<file path="src/rtl/alert_initiator_pkg.sv">
// Shared types and default timing constants for the power-sequencing alert logic.
// All times are in 1 ms ticks of the free-running cnt1ms_done strobe.
package PwrSeqPackage;

  typedef enum logic [1:0] {
    IDLE,
    ASSERT,
    WAIT_ACK,
    REARM
  } alert_state_t;

  localparam int DEF_N_SRC          = 4;
  localparam int DEF_DEBOUNCE_MS    = 2;
  localparam int DEF_MIN_ASSERT_MS  = 100;
  localparam int DEF_ACK_TIMEOUT_MS = 500;
  localparam int DEF_REARM_MS       = 10;
  localparam int RETRY_W            = 4;

  function automatic int max_int(input int a, input int b);
    return (a > b) ? a : b;
  endfunction

endpackage

</file>
<file path="src/rtl/alert_initiator_evt_debounce.sv">
// One event source: 2-FF synchronizer, ms-quantised low-time counter and a
// single accept pulse per low period.
module evt_debounce
  import PwrSeqPackage::*;
#(
  parameter int DEBOUNCE_MS = DEF_DEBOUNCE_MS
) (
  input  logic clk,
  input  logic rst,
  input  logic i_tick,
  input  logic i_evt_n,
  output logic o_accept
);

  localparam int CW = $clog2(DEBOUNCE_MS + 1);

  logic          r_sync1;
  logic          r_sync2;
  logic [CW-1:0] r_cnt;
  logic          w_advance;

  // Counter stops at DEBOUNCE_MS, so the terminal step happens once per low period.
  assign w_advance = i_tick && !r_sync2 && (r_cnt != CW'(DEBOUNCE_MS));
  assign o_accept  = w_advance && (r_cnt == CW'(DEBOUNCE_MS - 1));

  always_ff @(posedge clk or posedge rst) begin
    if (rst) begin
      // NOTE: synchronizer resets to the idle (high) level so leaving reset never looks like an event.
      r_sync1 <= 1'b1;
      r_sync2 <= 1'b1;
      r_cnt   <= '0;
    end else begin
      r_sync1 <= i_evt_n;
      r_sync2 <= r_sync1;
      if (r_sync2) begin
        r_cnt <= '0;
      end else if (w_advance) begin
        r_cnt <= r_cnt + CW'(1);
      end
    end
  end

endmodule

</file>
<file path="src/rtl/alert_initiator.sv">
// Alert initiator: latches debounced event sources as pending and drives the
// active-low alert line with minimum width, ack wait, timeout retry and re-arm.
module alert_initiator
  import PwrSeqPackage::*;
#(
  parameter int N_SRC          = DEF_N_SRC,
  parameter int DEBOUNCE_MS    = DEF_DEBOUNCE_MS,
  parameter int MIN_ASSERT_MS  = DEF_MIN_ASSERT_MS,
  parameter int ACK_TIMEOUT_MS = DEF_ACK_TIMEOUT_MS,
  parameter int REARM_MS       = DEF_REARM_MS
) (
  input  logic               clk,
  input  logic               rst,
  input  logic               cnt1ms_done,
  input  logic [N_SRC-1:0]   evt_n,
  input  logic [N_SRC-1:0]   evt_mask,
  input  logic               alert_ack,
  output logic               alert_n,
  output logic [N_SRC-1:0]   evt_status,
  output logic [N_SRC-1:0]   evt_pending,
  output logic [RETRY_W-1:0] retry_cnt,
  output logic               busy
);

  localparam int MS_MAX = max_int(max_int(MIN_ASSERT_MS, ACK_TIMEOUT_MS), REARM_MS);
  localparam int MS_W   = $clog2(MS_MAX + 1);

  alert_state_t       r_state;
  logic [MS_W-1:0]    r_ms_cnt;
  logic               r_alert_n;
  logic               r_busy;
  logic [N_SRC-1:0]   r_status;
  logic [N_SRC-1:0]   r_pending;
  logic [RETRY_W-1:0] r_retry;

  logic [N_SRC-1:0]   w_accept;
  logic [N_SRC-1:0]   w_trigger;
  logic [N_SRC-1:0]   w_ack_clr;
  logic               w_ack;
  logic               w_assert_done;
  logic               w_ack_timeout;
  logic               w_rearm_done;

  for (genvar gi = 0; gi < N_SRC; gi++) begin : g_src
    evt_debounce #(
      .DEBOUNCE_MS(DEBOUNCE_MS)
    ) u_debounce (
      .clk     (clk),
      .rst     (rst),
      .i_tick  (cnt1ms_done),
      .i_evt_n (evt_n[gi]),
      .o_accept(w_accept[gi])
    );
  end

  assign w_trigger = r_pending & ~evt_mask;
  assign w_ack     = (r_state == WAIT_ACK) && alert_ack;
  assign w_ack_clr = w_ack ? r_status : '0;

  // Each phase ends on the tick that completes its ms budget.
  assign w_assert_done = cnt1ms_done && (r_ms_cnt == MS_W'(MIN_ASSERT_MS - 1));
  assign w_ack_timeout = cnt1ms_done && (r_ms_cnt == MS_W'(ACK_TIMEOUT_MS - 1));
  assign w_rearm_done  = cnt1ms_done && (r_ms_cnt == MS_W'(REARM_MS - 1));

  always_ff @(posedge clk or posedge rst) begin
    if (rst) begin
      r_state   <= IDLE;
      r_ms_cnt  <= '0;
      r_alert_n <= 1'b1;
      r_busy    <= 1'b0;
      r_status  <= '0;
      r_retry   <= '0;
    end else begin
      case (r_state)
        IDLE: begin
          if (|w_trigger) begin
            r_state   <= ASSERT;
            r_ms_cnt  <= '0;
            r_status  <= w_trigger;
            r_alert_n <= 1'b0;
            r_busy    <= 1'b1;
          end
        end
        ASSERT: begin
          if (w_assert_done) begin
            r_state  <= WAIT_ACK;
            r_ms_cnt <= '0;
          end else if (cnt1ms_done) begin
            r_ms_cnt <= r_ms_cnt + MS_W'(1);
          end
        end
        WAIT_ACK: begin
          if (w_ack) begin
            r_state   <= REARM;
            r_ms_cnt  <= '0;
            r_status  <= '0;
            r_alert_n <= 1'b1;
          end else if (w_ack_timeout) begin
            r_state   <= REARM;
            r_ms_cnt  <= '0;
            r_alert_n <= 1'b1;
            if (r_retry != '1) begin
              r_retry <= r_retry + RETRY_W'(1);
            end
          end else if (cnt1ms_done) begin
            r_ms_cnt <= r_ms_cnt + MS_W'(1);
          end
        end
        REARM: begin
          if (w_rearm_done) begin
            r_state  <= IDLE;
            r_ms_cnt <= '0;
            r_busy   <= 1'b0;
          end else if (cnt1ms_done) begin
            r_ms_cnt <= r_ms_cnt + MS_W'(1);
          end
        end
        default: begin
          r_state  <= IDLE;
          r_ms_cnt <= '0;
        end
      endcase
    end
  end

  // NOTE: accepts are ORed in after the ack clear, so a bit set on the ack cycle survives.
  always_ff @(posedge clk or posedge rst) begin
    if (rst) begin
      r_pending <= '0;
    end else begin
      r_pending <= (r_pending & ~w_ack_clr) | w_accept;
    end
  end

  assign alert_n     = r_alert_n;
  assign evt_status  = r_status;
  assign evt_pending = r_pending;
  assign retry_cnt   = r_retry;
  assign busy        = r_busy;

endmodule

</file>
<file path="config.mk">
export PLATFORM = sky130hd
export DESIGN_NAME = alert_initiator
export DESIGN_NICKNAME = d
export VERILOG_FILES = /design/src/rtl/alert_initiator_pkg.sv /design/src/rtl/alert_initiator_evt_debounce.sv /design/src/rtl/alert_initiator.sv
export SDC_FILE = /design/constraint.sdc
export NUM_CORES = 1
export LEC_CHECK = 0
export BUFFER_PORTS_ARGS = -buffer_cell sky130_fd_sc_hd__buf_2
export CAP_MARGIN = 5
export CELL_PAD_IN_SITES_DETAIL_PLACEMENT = 0
export CELL_PAD_IN_SITES_GLOBAL_PLACEMENT = 1
export CORE_ASPECT_RATIO = 1.75
export CORE_MARGIN = 1.5
export CORE_UTILIZATION = 47
export CTS_BUF_LIST = sky130_fd_sc_hd__clkbuf_2
export CTS_CLUSTER_SIZE = 20
export DETAILED_ROUTE_END_ITERATION = 10
export PLACE_DENSITY = 0.8
export SLEW_MARGIN = 20
export SYNTH_ARGS = -nofsm -noshare
export SYNTH_HDL_FRONTEND = slang
export SYNTH_SLANG_ARGS = --single-unit
</file>
<file path="constraint.sdc">
create_clock -name clk -period 2.9 [get_ports clk]
set_clock_uncertainty 0.05 [all_clocks]
set_input_delay 0.145 -clock clk [delete_from_list [all_inputs] [get_ports clk]]
set_output_delay 0.145 -clock clk [all_outputs]
set_load 0.01 [all_outputs]
</file>
==> results of run 1 <==
routing by layer:
layer,global-route usage (%),up-vias
met5,0,-
li1,-,791
met2,33.5,29
met1,26.3,778
met3,3.87,9
met4,7.92,0
area by class of cell:
class / count / area [um^2] / share of cell area [%]
tap: 51 / 63.8 / 2.53
clock buffer: 5 / 25.0 / 0.994
multi-input combinational: 137 / 1020 / 40.6
inverter: 20 / 75.1 / 2.98
timing repair buffer: 36 / 225 / 8.95
sequential: 41 / 1040 / 41.2
clock inverter: 3 / 68.8 / 2.73
cell usage after synthesis (4+ instances only):
| master | instances |
|---|---|
| dfrtp_1 | 32 |
| inv_1 | 20 |
| ha_1 | 17 |
| nand2_1 | 12 |
| nor2_1 | 12 |
| a21oi_1 | 11 |
| dfstp_2 | 9 |
| o21ai_0 | 9 |
| nor2b_1 | 8 |
| nand4_1 | 7 |
| xnor2_1 | 6 |
| a211oi_1 | 5 |
| and2_1 | 5 |
| mux2i_1 | 5 |
| a32o_1 | 4 |
| clkbuf_1 | 4 |
| nand3_1 | 4 |
| o2bb2ai_1 | 4 |
| or4_1 | 4 |
layout by cell type, fill, tap and decap left out, types with 6 or more instances in the layout:
cell            n
buf_2          25
dlygate4sd3_1   7
dfstp_2         9
dfrtp_1        32
nor2b_1         8
xnor2_1         6
inv_1          20
nor2_1         12
a21oi_1        11
o21ai_0         9
ha_1           17
nand4_1         7
nand2_1        12
critical path: stages (launching register included):
cell	delay [ns]
dfrtp_1	0.52
ha_1	0.21
nand3b_1	0.14
nor4_1	0.44
o21ai_2	0.15
nor3_4	0.48
mux2_4	0.34
how the worst max path moves through the flow:
stage	startpoint	end	slack [ns]	depth (start not counted)
floorplan	r_ms_cnt[2]	r_state[1]	0.80	4
global placement	r_ms_cnt[1]	r_state[1]	0.59	6
detailed placement	r_ms_cnt[1]	r_state[1]	0.52	6
CTS	r_ms_cnt[1]	r_state[1]	0.50	6
global route	r_ms_cnt[1]	r_state[1]	0.31	6
finish	r_ms_cnt[1]	r_state[1]	0.48	6
per-stage QoR:
| stage | instance area, um^2 | total power [W] | instances |
|---|---|---|---|
| after floorplan | 2160 | 0.00129 | 204 |
| after global placement | 2350 | 0.00149 | 278 |
| after detailed placement | 2350 | 0.00150 | 278 |
| after CTS | 2510 | 0.00196 | 292 |
| after global routing | 2520 | 0.00208 | 293 |
| final | 2520 | 0.00194 | 293 |
flip-flops by register name, summed over array words and instances (netlist names):
register / flops
r_ms_cnt: 9
g_src.u_debounce.r_cnt: 8
evt_pending: 4
evt_status: 4
g_src.u_debounce.r_sync1: 4
g_src.u_debounce.r_sync2: 4
retry_cnt: 4
r_state: 2
alert_n: 1
busy: 1
cells by family after synthesis:
group / Yosys count
compound gates: 43
xor+xnor: 7
fa+ha+maj: 17
buf+inv: 26
flops: 41
mux: 7
simple gates: 63
repair_timing:
item | in CTS | in global routing
endpoints found under the hold margin | 19 | 1
hold buffers | 6 | 1
gates resized for setup | 0 | 0
power groups by stage:
stage | Clock (W) | Combinational, W | Sequential [W]
global route | 0.000475 | 0.000795 | 0.000814
CTS | 0.000455 | 0.000710 | 0.000793
global placement | 0 | 0.000694 | 0.000798
finish | 0.000442 | 0.000705 | 0.000792
detailed placement | 0 | 0.000702 | 0.000802
floorplan | 0 | 0.000499 | 0.000795
==> impl_metrics.toml, run 1 <==
[synth]
netlist_area_mm2 = 0.00216
synth_top_area_cell = "dfrtp_1"
synth_top_flop_cell = "dfrtp_1"
synth.area.mux_share_pct = 3.53
synth-seq-cells = 41
synth-compound-area-share_pct = 14.2
yosys.area_share.simple_pct = 16.9
synth_top_family_by_area = "simple AND/OR/NAND/NOR gates"
synth_nets = 233
synthCells = 204
synth.area.top_cells = "dfrtp_1 (37%), dfstp_2 (11%), ha_1 (9.8%)"
avgSynthCellArea_um2 = 10.6
synth_edf_count = 0
synth-xor-area-share_pct = 2.84
synth_cell_type_count = 42
synth_top_area_share_pct = 37.1
yosys_warnings = 0
synth-seq-area-share_pct = 48.0
async_flop_share_pct = 100
synth_adder_area_share_pct = 9.85

[critical_path]
critPathArrivalTime_ns = 2.70
reg2reg_slack_ns = 0.48
worstSetupPathType = "reg -> reg"
rr_startpoint = "r_ms_cnt[1]"
crit_required_ns = 3.19
r2r_cells = 6
reg2reg_to = "r_state[1]"
worst-path-max-fanout = 9
endpoint_kind = "flop"
cp-start-kind = "flop"

[min_path]
worstHoldStart = "evt_mask[3]"
hold_depth = 4
holdPathEnd = "evt_status[3]"
hp-class = "in -> reg"

[clock_tree]
cts_root_buffer = "clkbuf_2"
ctsHtreeMaxLevel = 2
clock_path_buffers = 2
cts_made_buffers = 5
path_clk_slew_ns = 0.24
cts_tree = "built"
clock-sinks = 41
clock_latency_ns = 0.42
postCtsSetupRepairBufs = 0

[die]
num_rows = 32
dieArea_mm2 = 0.00503
num_io_pins = 26
core_area_mm2 = 0.00440
start_util_pct = 49.0
die_w_um = 54.2
die_h_um = 92.7

[global_routing]
antenna_found_initial = 0
first_global_vias = 1612
overflow = 0
grt_max_degree = 27
grt_first_pass_wirelength_um = 7610
grtUsageTotal_pct = 20.7

[power]
switching_share_pct = 36.4
pwr-share-comb_pct = 36.3
seqPwrFrac_pct = 40.9
clock_power_share_pct = 22.8
internal-power_w = 0.00123
ir_worst_vdd_uv = 509
p_switching_w = 0.000707
p_leak_nw = 1.15
cellPowerDensity_mw_per_mm2 = 770

[final_layout]
fill_cells = 412
final_core_util_pct = 57.2
finalNetCount = 270
area_growth_pct = 16.6
antenna_cells = 0
drive_gt1_share_pct = 23.1

[timing]
fin_crit_sh_pct = 83.4
fmax_ghz = 0.413
setup_viol_count_final = 0
finalSetupTns_ns = 0
hold_slack_ns = 0.0201
worst_slew_pin_slew_ns = 0.812
finalHoldViolations = 0
slew_headroom_pct = 45.8
finalCriticalPeriod_ns = 2.42
postLayoutSetupSlackWorst_ns = 0.480
rsz0062_at_grt = "no"
slew_violations = 0

[placed_design]
io_buffers = 25
globalplace.congestion = 0.816
pre_cts_ws_ns = 0.516
dp_hpwl_um = 3280

[drt]
dr_total_vias = 1607
routed_wl_um = 4430
wl_met2_um = 2270
first_pass_iters = 4
post-route-drc-count = 0
route.layer.met1.wl_um = 1930
wl_met3_um = 115
via_per_inst = 5.48
wl_per_cell_um = 15.1
dr.max_layer_used = "met4"
drt_iter0_markers = 37
postRouteAntennaNets = 0

[flow_run]
cap_violations = 0

[status]
status = "finished clean"
No activity file was read; power rests on OpenSTA's default activity.
==> run 2, diff against run 1 <==
--- a/config.mk
+++ b/config.mk
@@ -5,13 +5,14 @@
 export SDC_FILE = /design/constraint.sdc
 export NUM_CORES = 1
 export LEC_CHECK = 0
+export ABC_AREA = 1
 export BUFFER_PORTS_ARGS = -buffer_cell sky130_fd_sc_hd__buf_2
 export CAP_MARGIN = 5
 export CELL_PAD_IN_SITES_DETAIL_PLACEMENT = 0
 export CELL_PAD_IN_SITES_GLOBAL_PLACEMENT = 1
 export CORE_ASPECT_RATIO = 1.75
 export CORE_MARGIN = 1.5
-export CORE_UTILIZATION = 47
+export CORE_UTILIZATION = 45
 export CTS_BUF_LIST = sky130_fd_sc_hd__clkbuf_2
 export CTS_CLUSTER_SIZE = 20
 export DETAILED_ROUTE_END_ITERATION = 10
==> constraint.sdc (replaced) <==
create_clock -name clk -period 2.4 [get_ports clk]
set_clock_uncertainty 0.05 [all_clocks]
set_input_delay 0.12 -clock clk [delete_from_list [all_inputs] [get_ports clk]]
set_output_delay 0.12 -clock clk [all_outputs]
set_load 0.01 [all_outputs]
==> run 2 against run 1 <==
Net effect:
- combinational power increased by 17%
- highest routed layer unchanged
- maximum frequency increased by 34%
- sequential cell count unchanged
- via count increased by 5.8%
- register-to-register slack improved by 0.12 ns
- largest power group unchanged
==> impl_metrics.toml, run 2 <==
[status]
status = "finished clean"

[drt]
first_pass_iters = 4
dr_total_vias = 1700
via_per_inst = 4.89
routed_wl_um = 4440
post-route-drc-count = 0
postRouteAntennaNets = 0
wl_per_cell_um = 12.8
drt_iter0_markers = 30

[clock_tree]
cts_root_buffer = "clkbuf_2"
cts_tree = "built"
ctsHtreeMaxLevel = 2
cts-hold-fix-buffers = 8
post_cts_resize_count = 0
clock_latency_ns = 0.39
clock_path_buffers = 2
cts_made_buffers = 5
postCtsSetupRepairBufs = 0
path_clk_slew_ns = 0.21
clock-sinks = 41

[synth]
async_flop_share_pct = 100
synth_top_flop_cell = "dfrtp_1"
synth_top_area_cell = "dfrtp_1"
synth_top_area_share_pct = 36.2
synth_edf_count = 0
synthTopCellsByCount = "nand2_1 (58), inv_1 (40), dfrtp_1 (32)"
synth-seq-cells = 41
synth-seq-area-share_pct = 46.9
avgSynthCellArea_um2 = 8.60
synthCells = 257
yosys_warnings = 0
synth_cell_type_count = 22
synth_nets = 286
netlist_area_mm2 = 0.00221
synth.most_common_cell = "nand2_1"
synth.area.top_cells = "dfrtp_1 (36%), dfstp_2 (11%), nand2_1 (9.9%)"

[timing]
finalHoldViolations = 0
worst_slew_pin_slew_ns = 0.514
hold_slack_ns = 0.0322
setup_viol_count_final = 0
rsz0062_at_grt = "no"
fin_crit_sh_pct = 75.0
slew_violations = 0
postLayoutSetupSlackWorst_ns = 0.600
fmax_ghz = 0.555
finalSetupTns_ns = 0
finalCriticalPeriod_ns = 1.80
slew_headroom_pct = 65.7

[global_routing]
antenna_found_initial = 0
overflow = 0
first_global_vias = 1660
grtUsageTotal_pct = 17.7
grt_max_degree = 42
grt_first_pass_wirelength_um = 7450

[placed_design]
pre_cts_ws_ns = 0.601
dpl_cell_area_mm2 = 0.00239
globalplace.congestion = 0.751
dp_hpwl_um = 3300
io_buffers = 25

[flow_run]
cap_violations = 0

[die]
start_util_pct = 46.9
dieArea_mm2 = 0.00536
core_area_mm2 = 0.00471
die_h_um = 95.7
die_w_um = 56.0
num_rows = 33
num_io_pins = 26

[final_layout]
drive_gt1_share_pct = 19.3
mostFrequentLayoutCell = "nand2_1"
max_flop_register = "r_ms_cnt"
stdcell_area_mm2 = 0.00252
area_growth_pct = 13.9
final_core_util_pct = 53.5
final_cell_mix = "nand2_1 (58), inv_1 (40), dfrtp_1 (32)"
finalNetCount = 324
antenna_cells = 0
reg_top3 = "r_ms_cnt (9), g_src.u_debounce.r_cnt (8)"
largest_reg_flops = 9

[min_path]
hp-class = "in -> reg"

[critical_path]
crit_required_ns = 2.68
critPathArrivalTime_ns = 2.08
cp-start-kind = "flop"
endpoint_kind = "flop"
worstSetupPathType = "reg -> reg"
worst-path-max-fanout = 7

[power]
ir_worst_vdd_uv = 626
p_leak_nw = 1.26
cellPowerDensity_mw_per_mm2 = 828
## run 2: area by class of cell
class | instances | area, um^2
fill | 466 | 2190
clock inverter | 2 | 15.0
sequential | 41 | 1040
multi-input combinational | 171 | 1000
tap | 52 | 65.1
inverter | 42 | 158
clock buffer | 6 | 30.0
timing repair buffer | 34 | 213
## run 2: worst paths after layout
kind,startpoint,to,slack (ns),depth (start not counted)
max in group asynchronous,rst,alert_n,1.62,4
setup reg to reg,r_state[0],r_ms_cnt[3],0.60,8
setup / recovery,r_state[0],r_ms_cnt[3],0.60,8
min in group asynchronous,rst,g_src[1].u_debounce.r_cnt[0],0.31,4
hold reg to reg,g_src[3].u_debounce.r_sync1,g_src[3].u_debounce.r_sync2,0.32,0
hold / removal,alert_ack,evt_pending[2],0.03,4
## run 2: layer usage
metal	vias up	global-route usage (%)	wire, um
li1	890	-	-
met1	783	18.8	1800
met2	21	34.6	2490
met3	6	2.69	82
met4	0	6.55	65
met5	-	0	0
## run 2: kinds of logic (layout without fill, tap and decap cells)
family | Yosys count | after routing | share of synthesized area [%]
flops | 41 | 41 | 46.9
fa+ha+maj | 17 | 17 | 9.63
compound gates | 34 | 34 | 7.81
buf+inv | 45 | 84 | 7.81
simple gates | 113 | 113 | 25.0
xor+xnor | 7 | 7 | 2.77
## run 2: critical path: stages, from the launching register on
cell,delay [ns]
dfrtp_1,0.46
inv_1,0.12
ha_1,0.32
inv_2,0.11
nor2_2,0.15
nand2_2,0.10
nand3_4,0.15
nand2_2,0.12
a21oi_1,0.17
## run 2: metrics by stage
stage,power (W),cells
finish,0.00208,348
global route,0.00227,348
CTS,0.00212,348
detailed placement,0.00180,332
global placement,0.00177,332
floorplan,0.00154,257
## run 2: where the power goes
part / leakage [nW] / internal [W] / switching (W)
combinational: 0.724 / 0.000296 / 0.000529
clock: 0.0252 / 0.0000753 / 0.000230
sequential: 0.513 / 0.000838 / 0.000116
total: 1.26 / 0.00121 / 0.000874
